**src/rtl/mips_pkg.sv**
```systemverilog
// Shared MIPS pipeline definitions: fetch vectors, the canonical NOP and
// the next-PC source encoding used by the fetch stage and hazard unit.
package mips_pkg;

    localparam logic [31:0] RESET_VEC = 32'h8000_0000;
    localparam logic [31:0] IRQ_VEC   = 32'h8000_0004;
    localparam logic [31:0] EXC_VEC   = 32'h8000_0008;
    localparam logic [31:0] NOP_INSTR = 32'h0000_0000;

    typedef enum logic [2:0] {
        SEL_RESET,
        SEL_EXC,
        SEL_BRANCH,
        SEL_JUMP,
        SEL_IRQ,
        SEL_HOLD,
        SEL_SEQ
    } pc_sel_t;

    // Bit 31 is the supervisor bit; the increment wraps inside bits 30:0 only.
    function automatic logic [31:0] pc_inc4(input logic [31:0] pc);
        return {pc[31], pc[30:0] + 31'd4};
    endfunction

endpackage

```
**src/rtl/if_id_reg.sv**
```systemverilog
// IF/ID pipeline register with load, hold and flush controls.
// A flush inserts a bubble whose instruction is the architectural NOP.
module if_id_reg (
    input  logic        clk,
    input  logic        reset,
    input  logic        load,
    input  logic        flush,
    input  logic [31:0] instr,
    input  logic [31:0] pc_plus4,
    output logic [31:0] instr_r,
    output logic [31:0] pc_plus4_r,
    output logic        valid_r
);
    import mips_pkg::*;

    // Flush wins over load; neither asserted means hold.
    always_ff @(posedge clk or posedge reset) begin
        if (reset) begin
            instr_r    <= NOP_INSTR;
            pc_plus4_r <= 32'h0000_0000;
            valid_r    <= 1'b0;
        end else if (flush) begin
            instr_r    <= NOP_INSTR;
            pc_plus4_r <= 32'h0000_0000;
            valid_r    <= 1'b0;
        end else if (load) begin
            instr_r    <= instr;
            pc_plus4_r <= pc_plus4;
            valid_r    <= 1'b1;
        end else begin
            instr_r    <= instr_r;
            pc_plus4_r <= pc_plus4_r;
            valid_r    <= valid_r;
        end
    end

endmodule

```
**src/rtl/if_fetch_stage.sv**
```systemverilog
// Instruction-fetch stage: PC register, prioritised next-PC selection,
// IF/ID capture and EPC generation for interrupts and exceptions.
module if_fetch_stage #(
    parameter logic [31:0] RESET_VEC = mips_pkg::RESET_VEC,
    parameter logic [31:0] IRQ_VEC   = mips_pkg::IRQ_VEC,
    parameter logic [31:0] EXC_VEC   = mips_pkg::EXC_VEC
) (
    input  logic        clk,
    input  logic        reset,
    output logic [31:0] imem_addr,
    input  logic [31:0] imem_instr,
    input  logic        stall_i,
    input  logic        jump_i,
    input  logic [31:0] jump_target_i,
    input  logic        branch_i,
    input  logic [31:0] branch_target_i,
    input  logic        exc_i,
    input  logic        irq_i,
    output logic [31:0] ifid_instr_o,
    output logic [31:0] ifid_pc_plus4_o,
    output logic        ifid_valid_o,
    output logic [31:0] epc_o,
    output logic        epc_we_o,
    output logic        kernel_o
);
    import mips_pkg::*;

    logic [31:0] pc_r;
    logic [31:0] pc_plus4_s;
    logic [31:0] pc_next_s;
    logic [31:0] epc_r;
    logic [31:0] epc_next_s;
    logic        epc_we_r;
    logic        epc_we_next_s;
    logic        irq_take_s;
    logic        ifid_load_s;
    logic        ifid_flush_s;
    pc_sel_t     sel_s;

    assign pc_plus4_s = pc_inc4(pc_r);
    // Interrupts are masked in kernel mode and yield to every other event.
    assign irq_take_s = irq_i & ~pc_r[31] & ~exc_i & ~branch_i & ~jump_i & ~stall_i;

    // Priority select of the next-PC source.
    always_comb begin
        sel_s = SEL_SEQ;
        if (exc_i) begin
            sel_s = SEL_EXC;
        end else if (branch_i) begin
            sel_s = SEL_BRANCH;
        end else if (jump_i) begin
            sel_s = SEL_JUMP;
        end else if (irq_take_s) begin
            sel_s = SEL_IRQ;
        end else if (stall_i) begin
            sel_s = SEL_HOLD;
        end else begin
            sel_s = SEL_SEQ;
        end
    end

    // Decode the selected source into PC, IF/ID and EPC controls.
    always_comb begin
        pc_next_s     = pc_r;
        ifid_load_s   = 1'b0;
        ifid_flush_s  = 1'b0;
        epc_next_s    = epc_r;
        epc_we_next_s = 1'b0;
        case (sel_s)
            SEL_EXC: begin
                pc_next_s     = EXC_VEC;
                ifid_flush_s  = 1'b1;
                epc_next_s    = ifid_pc_plus4_o;
                epc_we_next_s = 1'b1;
            end
            SEL_BRANCH: begin
                pc_next_s    = branch_target_i;
                ifid_flush_s = 1'b1;
            end
            SEL_JUMP: begin
                pc_next_s    = jump_target_i;
                ifid_flush_s = 1'b1;
            end
            SEL_IRQ: begin
                pc_next_s     = IRQ_VEC;
                ifid_flush_s  = 1'b1;
                epc_next_s    = pc_r;
                epc_we_next_s = 1'b1;
            end
            SEL_SEQ: begin
                pc_next_s   = pc_plus4_s;
                ifid_load_s = 1'b1;
            end
            SEL_HOLD: begin
                pc_next_s = pc_r;
            end
            default: begin
                pc_next_s = pc_r;
            end
        endcase
    end

    // PC and EPC state.
    always_ff @(posedge clk or posedge reset) begin
        if (reset) begin
            pc_r     <= RESET_VEC;
            epc_r    <= 32'h0000_0000;
            epc_we_r <= 1'b0;
        end else begin
            pc_r     <= pc_next_s;
            epc_r    <= epc_next_s;
            epc_we_r <= epc_we_next_s;
        end
    end

    if_id_reg u_if_id_reg (
        .clk        (clk),
        .reset      (reset),
        .load       (ifid_load_s),
        .flush      (ifid_flush_s),
        .instr      (imem_instr),
        .pc_plus4   (pc_plus4_s),
        .instr_r    (ifid_instr_o),
        .pc_plus4_r (ifid_pc_plus4_o),
        .valid_r    (ifid_valid_o)
    );

    assign imem_addr = pc_r;
    assign epc_o     = epc_r;
    assign epc_we_o  = epc_we_r;
    assign kernel_o  = pc_r[31];

endmodule

```
**config.mk**
```make
export PLATFORM = sky130hd
export DESIGN_NAME = if_fetch_stage
export DESIGN_NICKNAME = d
export VERILOG_FILES = /design/src/rtl/mips_pkg.sv /design/src/rtl/if_id_reg.sv /design/src/rtl/if_fetch_stage.sv
export SDC_FILE = /design/constraint.sdc
export NUM_CORES = 1
export LEC_CHECK = 0
export ABC_CLOCK_PERIOD_IN_PS = 9200
export CAP_MARGIN = 25
export CORE_UTILIZATION = 45
export DETAILED_ROUTE_END_ITERATION = 10
export GPL_TIMING_DRIVEN = 0
export PLACE_DENSITY = 0.94
export SLEW_MARGIN = 20
export SYNTH_ARGS = -nofsm -noshare
export SYNTH_HDL_FRONTEND = slang
export SYNTH_SLANG_ARGS = --single-unit
```
**constraint.sdc**
```tcl
create_clock -name clk -period 9.2 [get_ports clk]
set_input_delay 1.84 -clock clk [delete_from_list [all_inputs] [get_ports clk]]
set_output_delay 1.84 -clock clk [all_outputs]
set_load 0.05 [all_outputs]
```
==> metrics.txt <==
# TYPE chip_impl_metric gauge
chip_impl_metric{name="worst-path-max-fanout",unit=""} 10
chip_impl_metric{name="dp_hpwl",unit="um"} 14600
chip_impl_metric{name="postCtsHoldBufs",unit=""} 0
chip_impl_metric{name="drt-initial-drc-count",unit=""} 626
chip_impl_metric{name="drive_above_1_share",unit="%"} 7.06
chip_impl_metric{name="critPathArrivalTime",unit="ns"} 4.15
chip_impl_info{name="tritoncts_clock_tree",value="yes"} 1
chip_impl_metric{name="grt.overflow.total",unit=""} 0
chip_impl_metric{name="port_buffers",unit=""} 231
chip_impl_info{name="min-delay-path-class",value="reg -> reg"} 1
chip_impl_metric{name="core_area",unit="um2"} 12600
chip_impl_metric{name="detail_route.wirelength",unit="um"} 20600
chip_impl_info{name="hold-path-endpoint",value="epc_o[11]"} 1
chip_impl_info{name="worstPathCellList",value="clkdlybuf4s50_1 -> or3_1 -> nor3_2 -> nor2_1 -> clkbuf_1 -> nand2_1 -> nand2_1"} 1
chip_impl_metric{name="postLayoutCellArea",unit="um2"} 8950
chip_impl_metric{name="routed-via-count",unit=""} 5753
chip_impl_info{name="cpMaxStageDelayCell",value="sky130_fd_sc_hd__clkdlybuf4s50_1"} 1
chip_impl_metric{name="grt_start_max_net_pins",unit=""} 77
chip_impl_metric{name="synth_edf_count",unit=""} 0
chip_impl_info{name="worstSetupPathType",value="in -> reg"} 1
chip_impl_metric{name="grt_first_pass_wirelength",unit="um"} 31400
chip_impl_metric{name="cells_on_worst_reg2reg_path",unit=""} 7
chip_impl_metric{name="max_freq",unit="GHz"} 0.259
chip_impl_metric{name="drt-wirelength-per-cell",unit="um"} 20.8
chip_impl_metric{name="synthesized_area",unit="um2"} 5790
chip_impl_metric{name="max-clock-path-buffers",unit=""} 2
chip_impl_metric{name="post_cts_buffers",unit=""} 0
chip_impl_metric{name="cpPeakStageDelay",unit="ns"} 0.56
chip_impl_info{name="synth_ff_type",value="sky130_fd_sc_hd__dfrtp_1"} 1
chip_impl_metric{name="floorplan.rows",unit=""} 41
chip_impl_metric{name="placedCellCount",unit=""} 961
chip_impl_metric{name="synthesis.area_per_instance",unit="um2"} 10.4
chip_impl_metric{name="drt_first_pass_iters",unit=""} 7
chip_impl_metric{name="worst_skew_pair.late_latency",unit="ns"} 0.42
chip_impl_metric{name="drt_drc_violations_left",unit=""} 0
chip_impl_metric{name="timing.final.setup_violations",unit=""} 0
chip_impl_info{name="run_status",value="completed"} 1
chip_impl_metric{name="syn_nets",unit=""} 661
chip_impl_metric{name="final_period_minus_worst_setup_slack",unit="ns"} 3.86
chip_impl_metric{name="clock_skew",unit="ns"} 0.0125
chip_impl_info{name="root_buffer",value="sky130_fd_sc_hd__clkbuf_16"} 1
chip_impl_metric{name="critical_path_required",unit="ns"} 9.49
chip_impl_metric{name="total_cts_buffers",unit=""} 17
chip_impl_metric{name="worst-slew-pin-transition",unit="ns"} 0.895
chip_impl_info{name="startpoint_of_the_lowest_slack_hold_path",value="epc_o[11]"} 1
chip_impl_metric{name="fin_total_pwr",unit="mW"} 1.56
chip_impl_metric{name="total_global_routing_track_utilization",unit="%"} 31.9
chip_impl_info{name="cp_common_cell",value="sky130_fd_sc_hd__nand2_1"} 1
chip_impl_metric{name="irDropWorstVdd",unit="uV"} 98.6
chip_impl_metric{name="cts.reportedPaths.clkPinSlew",unit="ns"} 0.06
chip_impl_metric{name="grt_pass1_vias",unit=""} 5744
chip_impl_metric{name="leakagePower",unit="nW"} 3.83
chip_impl_info{name="critPathLaunchType",value="input port"} 1
chip_impl_metric{name="route.detailed.vias_per_inst",unit=""} 5.79
chip_impl_metric{name="post_synthesis_cell_count",unit=""} 557
chip_impl_metric{name="finalHoldViolations",unit=""} 0
chip_impl_metric{name="gp_congestion",unit=""} 0.842
chip_impl_info{name="setup.worst_path.end_class",value="flip-flop"} 1
chip_impl_metric{name="placed_area",unit="um2"} 8350
chip_impl_metric{name="finish.cell_count_without_fillers",unit=""} 993
chip_impl_metric{name="post_cts_resized",unit=""} 0
chip_impl_metric{name="r2r_setup_slack",unit="ns"} 6.60
chip_impl_metric{name="finish.utilization",unit="%"} 71.2
chip_impl_metric{name="area_growth",unit="%"} 54.5
chip_impl_metric{name="maxCapViolCount",unit=""} 0
chip_impl_info{name="grt_setup_unrepaired",value="no"} 1
chip_impl_metric{name="final_layout_net_count",unit=""} 912
chip_impl_metric{name="grt_antenna_before_repair",unit=""} 0
chip_impl_metric{name="slew-limit-headroom",unit="%"} 40.3
chip_impl_metric{name="clkSinkCount",unit=""} 130
chip_impl_metric{name="hold-path-cell-count",unit=""} 2
chip_impl_metric{name="synth.lib_cells_used.distinct",unit=""} 44
chip_impl_info{name="worst_r2r_endpoint",value="u_if_id_reg.pc_plus4_r[28]"} 1
chip_impl_metric{name="cellPowerDensity",unit="nW/um2"} 174
chip_impl_metric{name="post-route-period-util",unit="%"} 41.9
chip_impl_metric{name="ant_nets",unit=""} 0
chip_impl_metric{name="tns",unit="ns"} 0
chip_impl_metric{name="starting_density",unit="%"} 46.1
chip_impl_metric{name="io_pins",unit=""} 234
chip_impl_metric{name="synth_warnings",unit=""} 0
chip_impl_metric{name="htreeDepth",unit=""} 4
chip_impl_metric{name="die-area",unit="um2"} 13300
chip_impl_metric{name="die_w",unit="um"} 115
chip_impl_metric{name="number_of_synthesized_register_bits",unit=""} 130
chip_impl_metric{name="yosysSeqAreaShare",unit="%"} 56.2
chip_impl_metric{name="number_of_pins_with_negative_max_slew_slack_in_the_final_report",unit=""} 0
chip_impl_info{name="r2r_start",value="imem_addr[3]"} 1
chip_impl_metric{name="n_diodes",unit=""} 0
chip_impl_metric{name="dieHeight",unit="um"} 115
chip_impl_metric{name="synth_async_sr_flop_share",unit="%"} 100
==> flip-flops by register name, indices dropped and copies added, names as in the netlist <==
name                    cells
imem_addr                  32
u_if_id_reg.instr_r        32
u_if_id_reg.valid_r         1
u_if_id_reg.pc_plus4_r     32
epc_o                      32
epc_we_o                    1
==> area by class of cell <==
| cell class | count | area, um2 |
|---|---|---|
| Fill cell | 893 | 3620 |
| Clock buffer | 19 | 443 |
| Tap cell | 172 | 215 |
| Clock inverter | 13 | 151 |
| Timing Repair Buffer | 232 | 2340 |
| Buffer | 45 | 195 |
| Multi-Input combinational cell | 373 | 2310 |
| Inverter | 9 | 41.3 |
| Sequential cell | 130 | 3250 |
==> critical path, delay by kind of cell <==
family | cells | cell delay [ns]
simple gates | 5 | 1.39
buf+inv | 2 | 0.90
==> synth_stat cells (2+ instances only) <==
cell type / count / share of area (%)
sky130_fd_sc_hd__and2_1: 2 / 0.22
sky130_fd_sc_hd__and4_1: 3 / 0.45
sky130_fd_sc_hd__a22o_1: 36 / 5.4
sky130_fd_sc_hd__dfrtp_1: 129 / 56
sky130_fd_sc_hd__buf_2: 12 / 1.0
sky130_fd_sc_hd__nand3_1: 13 / 1.1
sky130_fd_sc_hd__nor3b_1: 2 / 0.26
sky130_fd_sc_hd__xor2_1: 14 / 2.1
sky130_fd_sc_hd__buf_1: 6 / 0.39
sky130_fd_sc_hd__nor4_1: 2 / 0.22
sky130_fd_sc_hd__mux2_2: 2 / 0.39
sky130_fd_sc_hd__nor2b_1: 2 / 0.22
sky130_fd_sc_hd__a22oi_1: 37 / 4.8
sky130_fd_sc_hd__o21ai_0: 49 / 4.2
sky130_fd_sc_hd__o211ai_1: 4 / 0.52
sky130_fd_sc_hd__nor2_1: 9 / 0.58
sky130_fd_sc_hd__nand2_1: 109 / 7.1
sky130_fd_sc_hd__a221oi_1: 2 / 0.30
sky130_fd_sc_hd__clkbuf_1: 24 / 1.6
sky130_fd_sc_hd__nor3_2: 3 / 0.52
sky130_fd_sc_hd__a211oi_1: 2 / 0.26
sky130_fd_sc_hd__inv_1: 9 / 0.58
sky130_fd_sc_hd__and3_1: 5 / 0.54
sky130_fd_sc_hd__nor3_1: 7 / 0.61
sky130_fd_sc_hd__a21oi_1: 11 / 0.95
sky130_fd_sc_hd__o21ai_1: 5 / 0.43
sky130_fd_sc_hd__mux2i_1: 2 / 0.35
sky130_fd_sc_hd__buf_4: 3 / 0.39
sky130_fd_sc_hd__xnor2_1: 12 / 1.8
sky130_fd_sc_hd__a222oi_1: 20 / 3.5
sky130_fd_sc_hd__nand4_1: 7 / 0.76
sky130_fd_sc_hd__o211a_1: 2 / 0.35
==> through the flow <==
step           hold slack (ns)  setup WS, ns
6_report                 0.472          5.34
5_1_grt                  0.486          5.14
4_1_cts                  0.478          5.30
3_5_place_dp             0.463          4.87
3_3_place_gp             0.458          2.18
2_1_floorplan            0.678          3.89
==> cell usage in the layout, fill, tap and decap left out, types with 6 or more instances in the layout <==
master                              n
sky130_fd_sc_hd__a21oi_1           11
sky130_fd_sc_hd__a222oi_1          20
sky130_fd_sc_hd__a22o_1            36
sky130_fd_sc_hd__a22oi_1           37
sky130_fd_sc_hd__buf_1              6
sky130_fd_sc_hd__buf_2             12
sky130_fd_sc_hd__clkbuf_1          25
sky130_fd_sc_hd__clkbuf_16         17
sky130_fd_sc_hd__clkdlybuf4s50_1  231
sky130_fd_sc_hd__dfrtp_1          129
sky130_fd_sc_hd__inv_1              8
sky130_fd_sc_hd__nand2_1          109
sky130_fd_sc_hd__nand3_1           13
sky130_fd_sc_hd__nand4_1            7
sky130_fd_sc_hd__nor2_1             9
sky130_fd_sc_hd__nor3_1             7
sky130_fd_sc_hd__o21ai_0           49
sky130_fd_sc_hd__xnor2_1           12
sky130_fd_sc_hd__xor2_1            14
==> routing by layer <==
layer	vias up	track usage, %	wire (um)
met4	0	15.3	668
met3	57	7.90	1930
li1	2550	-	-
met5	-	0	0
met2	399	52.6	10000
met1	2747	39.5	8010
==> power breakdown <==
group          total [mW]  switching [mW]  leakage (nW)  internal (mW)
sequential          0.619          0.0268          1.77          0.592
clock               0.682           0.271         0.277          0.411
combinational       0.256           0.154          1.79          0.102
total                1.56           0.452          3.83           1.10
==> cells by family (layout without fill, tap and decap cells) <==
logic type      after synthesis  in the layout  share of synthesized area (%)
compound gates              171            171                           21.2
mux                           4              4                          0.735
simple gates                171            171                           13.7
xor+xnor                     26             26                           3.93
fa+ha+maj                     1              1                          0.216
buf+inv                      54            318                           3.96
flops                       130            130                           56.2
==> worst max-delay path by stage <==
stage,from,to,slack (ns),depth (start not counted)
4_1_cts,jump_i,epc_o[5],5.30,7
5_1_grt,jump_i,epc_o[27],5.14,7
3_5_place_dp,jump_i,epc_o[1],4.87,7
2_1_floorplan,reset,epc_o[0],3.89,1
6_report,jump_i,epc_o[5],5.34,7
3_3_place_gp,reset,u_if_id_reg.instr_r[20],2.18,2
(Power assumes the default switching activity.)
==> RTL edit, RTL diff (config.mk and constraints unchanged) <==
Make the reset (`reset`) synchronous in 2 clocked blocks.
--- a/src/rtl/if_id_reg.sv
+++ b/src/rtl/if_id_reg.sv
@@ -16,3 +16,3 @@
     // Flush wins over load; neither asserted means hold.
-    always_ff @(posedge clk or posedge reset) begin
+    always_ff @(posedge clk) begin
         if (reset) begin
--- a/src/rtl/if_fetch_stage.sv
+++ b/src/rtl/if_fetch_stage.sv
@@ -103,3 +103,3 @@
     // PC and EPC state.
-    always_ff @(posedge clk or posedge reset) begin
+    always_ff @(posedge clk) begin
         if (reset) begin
Function: differs if reset is asserted again (counterexample within 4 cycles, from zero or initial values and one cycle with reset high); with reset held inactive, the same outputs for 4 cycles.
==> RTL edit against the unedited design <==
- cell count rose by 13%
- sequential power is 5.8% lower
- wire length is 8.6% higher
- clock power fell by 11%
- sequential share of layout area decreased by 7.5 points
- total power decreased by 13%
- cell area grew 0.60%
- combinational power shrank 36%
- worst setup slack worse by 0.19 ns
- sequential cell count unchanged
- synthesized area rose by 2.6%
- critical path type unchanged
- largest cell class is now multi-input combinational cells
==> RTL edit: results (changes against the unedited design) <==
- Status: completed (unchanged).
- The cell area after placement is 0.00847 sq mm (was 0.00835 sq mm).
- The setup slack on the worst flop-to-flop path is 6.92 ns (was 6.60 ns).
- Top cells by area, synth: sky130_fd_sc_hd__dfxtp_1 44%, sky130_fd_sc_hd__nand2_1 6.7%, sky130_fd_sc_hd__a21oi_1 6.1% (was sky130_fd_sc_hd__dfrtp_1 56%, sky130_fd_sc_hd__nand2_1 7.1%, sky130_fd_sc_hd__a22o_1 5.4%).
- The endpoint of the worst register-to-register path is imem_addr[30]$_SDFFE_PP0P_ (was u_if_id_reg.pc_plus4_r[28]$_DFFE_PP0P_).
- The design internal power came to 1.02 mW (was 1.10 mW).
- The startpoint of the worst-slack reg-to-reg timing path is imem_addr[3]$_SDFFE_PP0P_ (was imem_addr[3]$_DFFE_PP0P_).
- The largest vdd supply drop was 135 uV (was 98.6 uV).
- The instance count of the mapped netlist is 690 (was 557).
- The final estimated routing congestion in global placement was 0.950 (was 0.842).
- The largest net degree at the start of global routing is 17 (was 77).
- The worst slack on hold paths is 0.455 ns (was 0.472 ns).
- The count of cell types in the netlist is 62 (was 44).
- The synthesized net count is 794 (was 661).
- The worst path arrival time came to 4.40 ns (was 4.15 ns).
- The worst hold path startpoint is u_if_id_reg.instr_r[14]$_SDFFE_PP0N_ (was epc_o[11]$_DFFE_PP0P_).
- The power attributed to the clock group is 608 uW (was 682 uW).
- The detail-routed via count per cell came to 5.84 (was 5.79).
- The post-DP HPWL is 16,300 um (was 14,600 um).
- The proportion of netlist area held by the largest area contributor was 0.438 (was 0.558).
- The maximum fanout along the worst path came to 10 (unchanged).
- Top cells by instance count after synthesis: 130 x sky130_fd_sc_hd__dfxtp_1, 106 x sky130_fd_sc_hd__nand2_1, 72 x sky130_fd_sc_hd__a21oi_1 (was 129 x sky130_fd_sc_hd__dfrtp_1, 109 x sky130_fd_sc_hd__nand2_1, 49 x sky130_fd_sc_hd__o21ai_0).
- The cell count of the worst reg-to-reg path is 6 (was 7).
- The overall routing resource usage came to 0.333 (was 0.319).
- The layout cell share with drive strength beyond 1 was 0.0725 (was 0.0706).
- The total of fill cells in the finished design is 994 (was 893).
- The post-synthesis sequential area ratio came to 0.438 (was 0.562).
- The final instance count without filler cells was 1,124 (was 993).
- The via count of the first global-routing pass is 6,542 (was 5,744).
- The worst slew slack as a fraction of its limit is 0.388 (was 0.403).
- The wire length of the first global-routing pass was 34,100 um (was 31,400 um).
- The async set or reset register ratio after synthesis is 0 (was 1.00).
- The final-stage net count was 1,044 (was 912).
- The power of the combinational group was 164 uW (was 256 uW).
-- RTL edit: cell types whose count changed after synthesis, sizes merged, moves of 7 or more --
| cell | unedited run | this run |
|---|---|---|
| clkbuf | 24 | 36 |
| a211oi | 2 | 36 |
| dfxtp | 0 | 130 |
| a21oi | 11 | 74 |
| nor2 | 9 | 56 |
| a22o | 36 | 2 |
| o21ai | 54 | 26 |
| mux2i | 2 | 35 |
| nor4 | 2 | 9 |
| dfrtp | 129 | 0 |
| a22oi | 37 | 14 |
-- RTL edit: worst max-delay path, stage by stage --
cell                              delay, ns
sky130_fd_sc_hd__clkdlybuf4s50_1       0.56
sky130_fd_sc_hd__buf_2                 0.28
sky130_fd_sc_hd__nor2b_1               0.17
sky130_fd_sc_hd__clkbuf_1              0.44
sky130_fd_sc_hd__clkbuf_1              0.59
sky130_fd_sc_hd__a22oi_1               0.20
sky130_fd_sc_hd__nor2_1                0.15
sky130_fd_sc_hd__a21oi_1               0.06
sky130_fd_sc_hd__nand2_1               0.09
-- RTL edit: cells by family (layout without fill, tap and decap cells) --
| group | count (synthesis) | in the layout | share of synthesized area |
|---|---|---|---|
| AOI/OAI and AO/OA | 199 | 199 | 0.219 |
| xor gates and xnor gates | 25 | 25 | 0.0369 |
| adders and majority gates | 1 | 1 | 0.00211 |
| buffers and inverters | 70 | 332 | 0.0560 |
| DFF | 130 | 130 | 0.438 |
| muxes | 36 | 36 | 0.0609 |
| and+or+nand+nor | 229 | 229 | 0.187 |
-- RTL edit: how the worst max path moves through the flow --
stage / start / endpoint / slack [ns] / cells past startpoint
global placement: stall_i / u_if_id_reg.instr_r[11]$_SDFFE_PP0N_ / 4.88 / 8
detailed placement: branch_i / imem_addr[27]$_SDFFE_PP0P_ / 4.82 / 9
global route: stall_i / u_if_id_reg.instr_r[6]$_SDFFE_PP0N_ / 5.03 / 8
floorplan: exc_i / u_if_id_reg.instr_r[16]$_SDFFE_PP0N_ / 5.88 / 7
finish: branch_i / imem_addr[27]$_SDFFE_PP0P_ / 5.16 / 9
CTS: branch_i / imem_addr[27]$_SDFFE_PP0P_ / 5.21 / 9
-- RTL edit: per-layer routing --
layer  part of all wire  up-vias  global-route usage
met5                  0        -                   0
met4              0.042        0               0.199
met3               0.12       77              0.0973
met1               0.38     3056               0.392
li1                   -     2995                   -
met2               0.47      432               0.538
-- RTL edit: final cells by class --
cell class                      count  area, sq um  area share
Buffer                             61          299      0.0332
Clock buffer                       26          499      0.0555
Clock inverter                      5         27.5     0.00306
Inverter                            9         33.8     0.00375
Multi-Input combinational cell    490         3010       0.334
Sequential cell                   130         2600       0.289
Tap cell                          172          215      0.0239
Timing Repair Buffer              231         2310       0.257
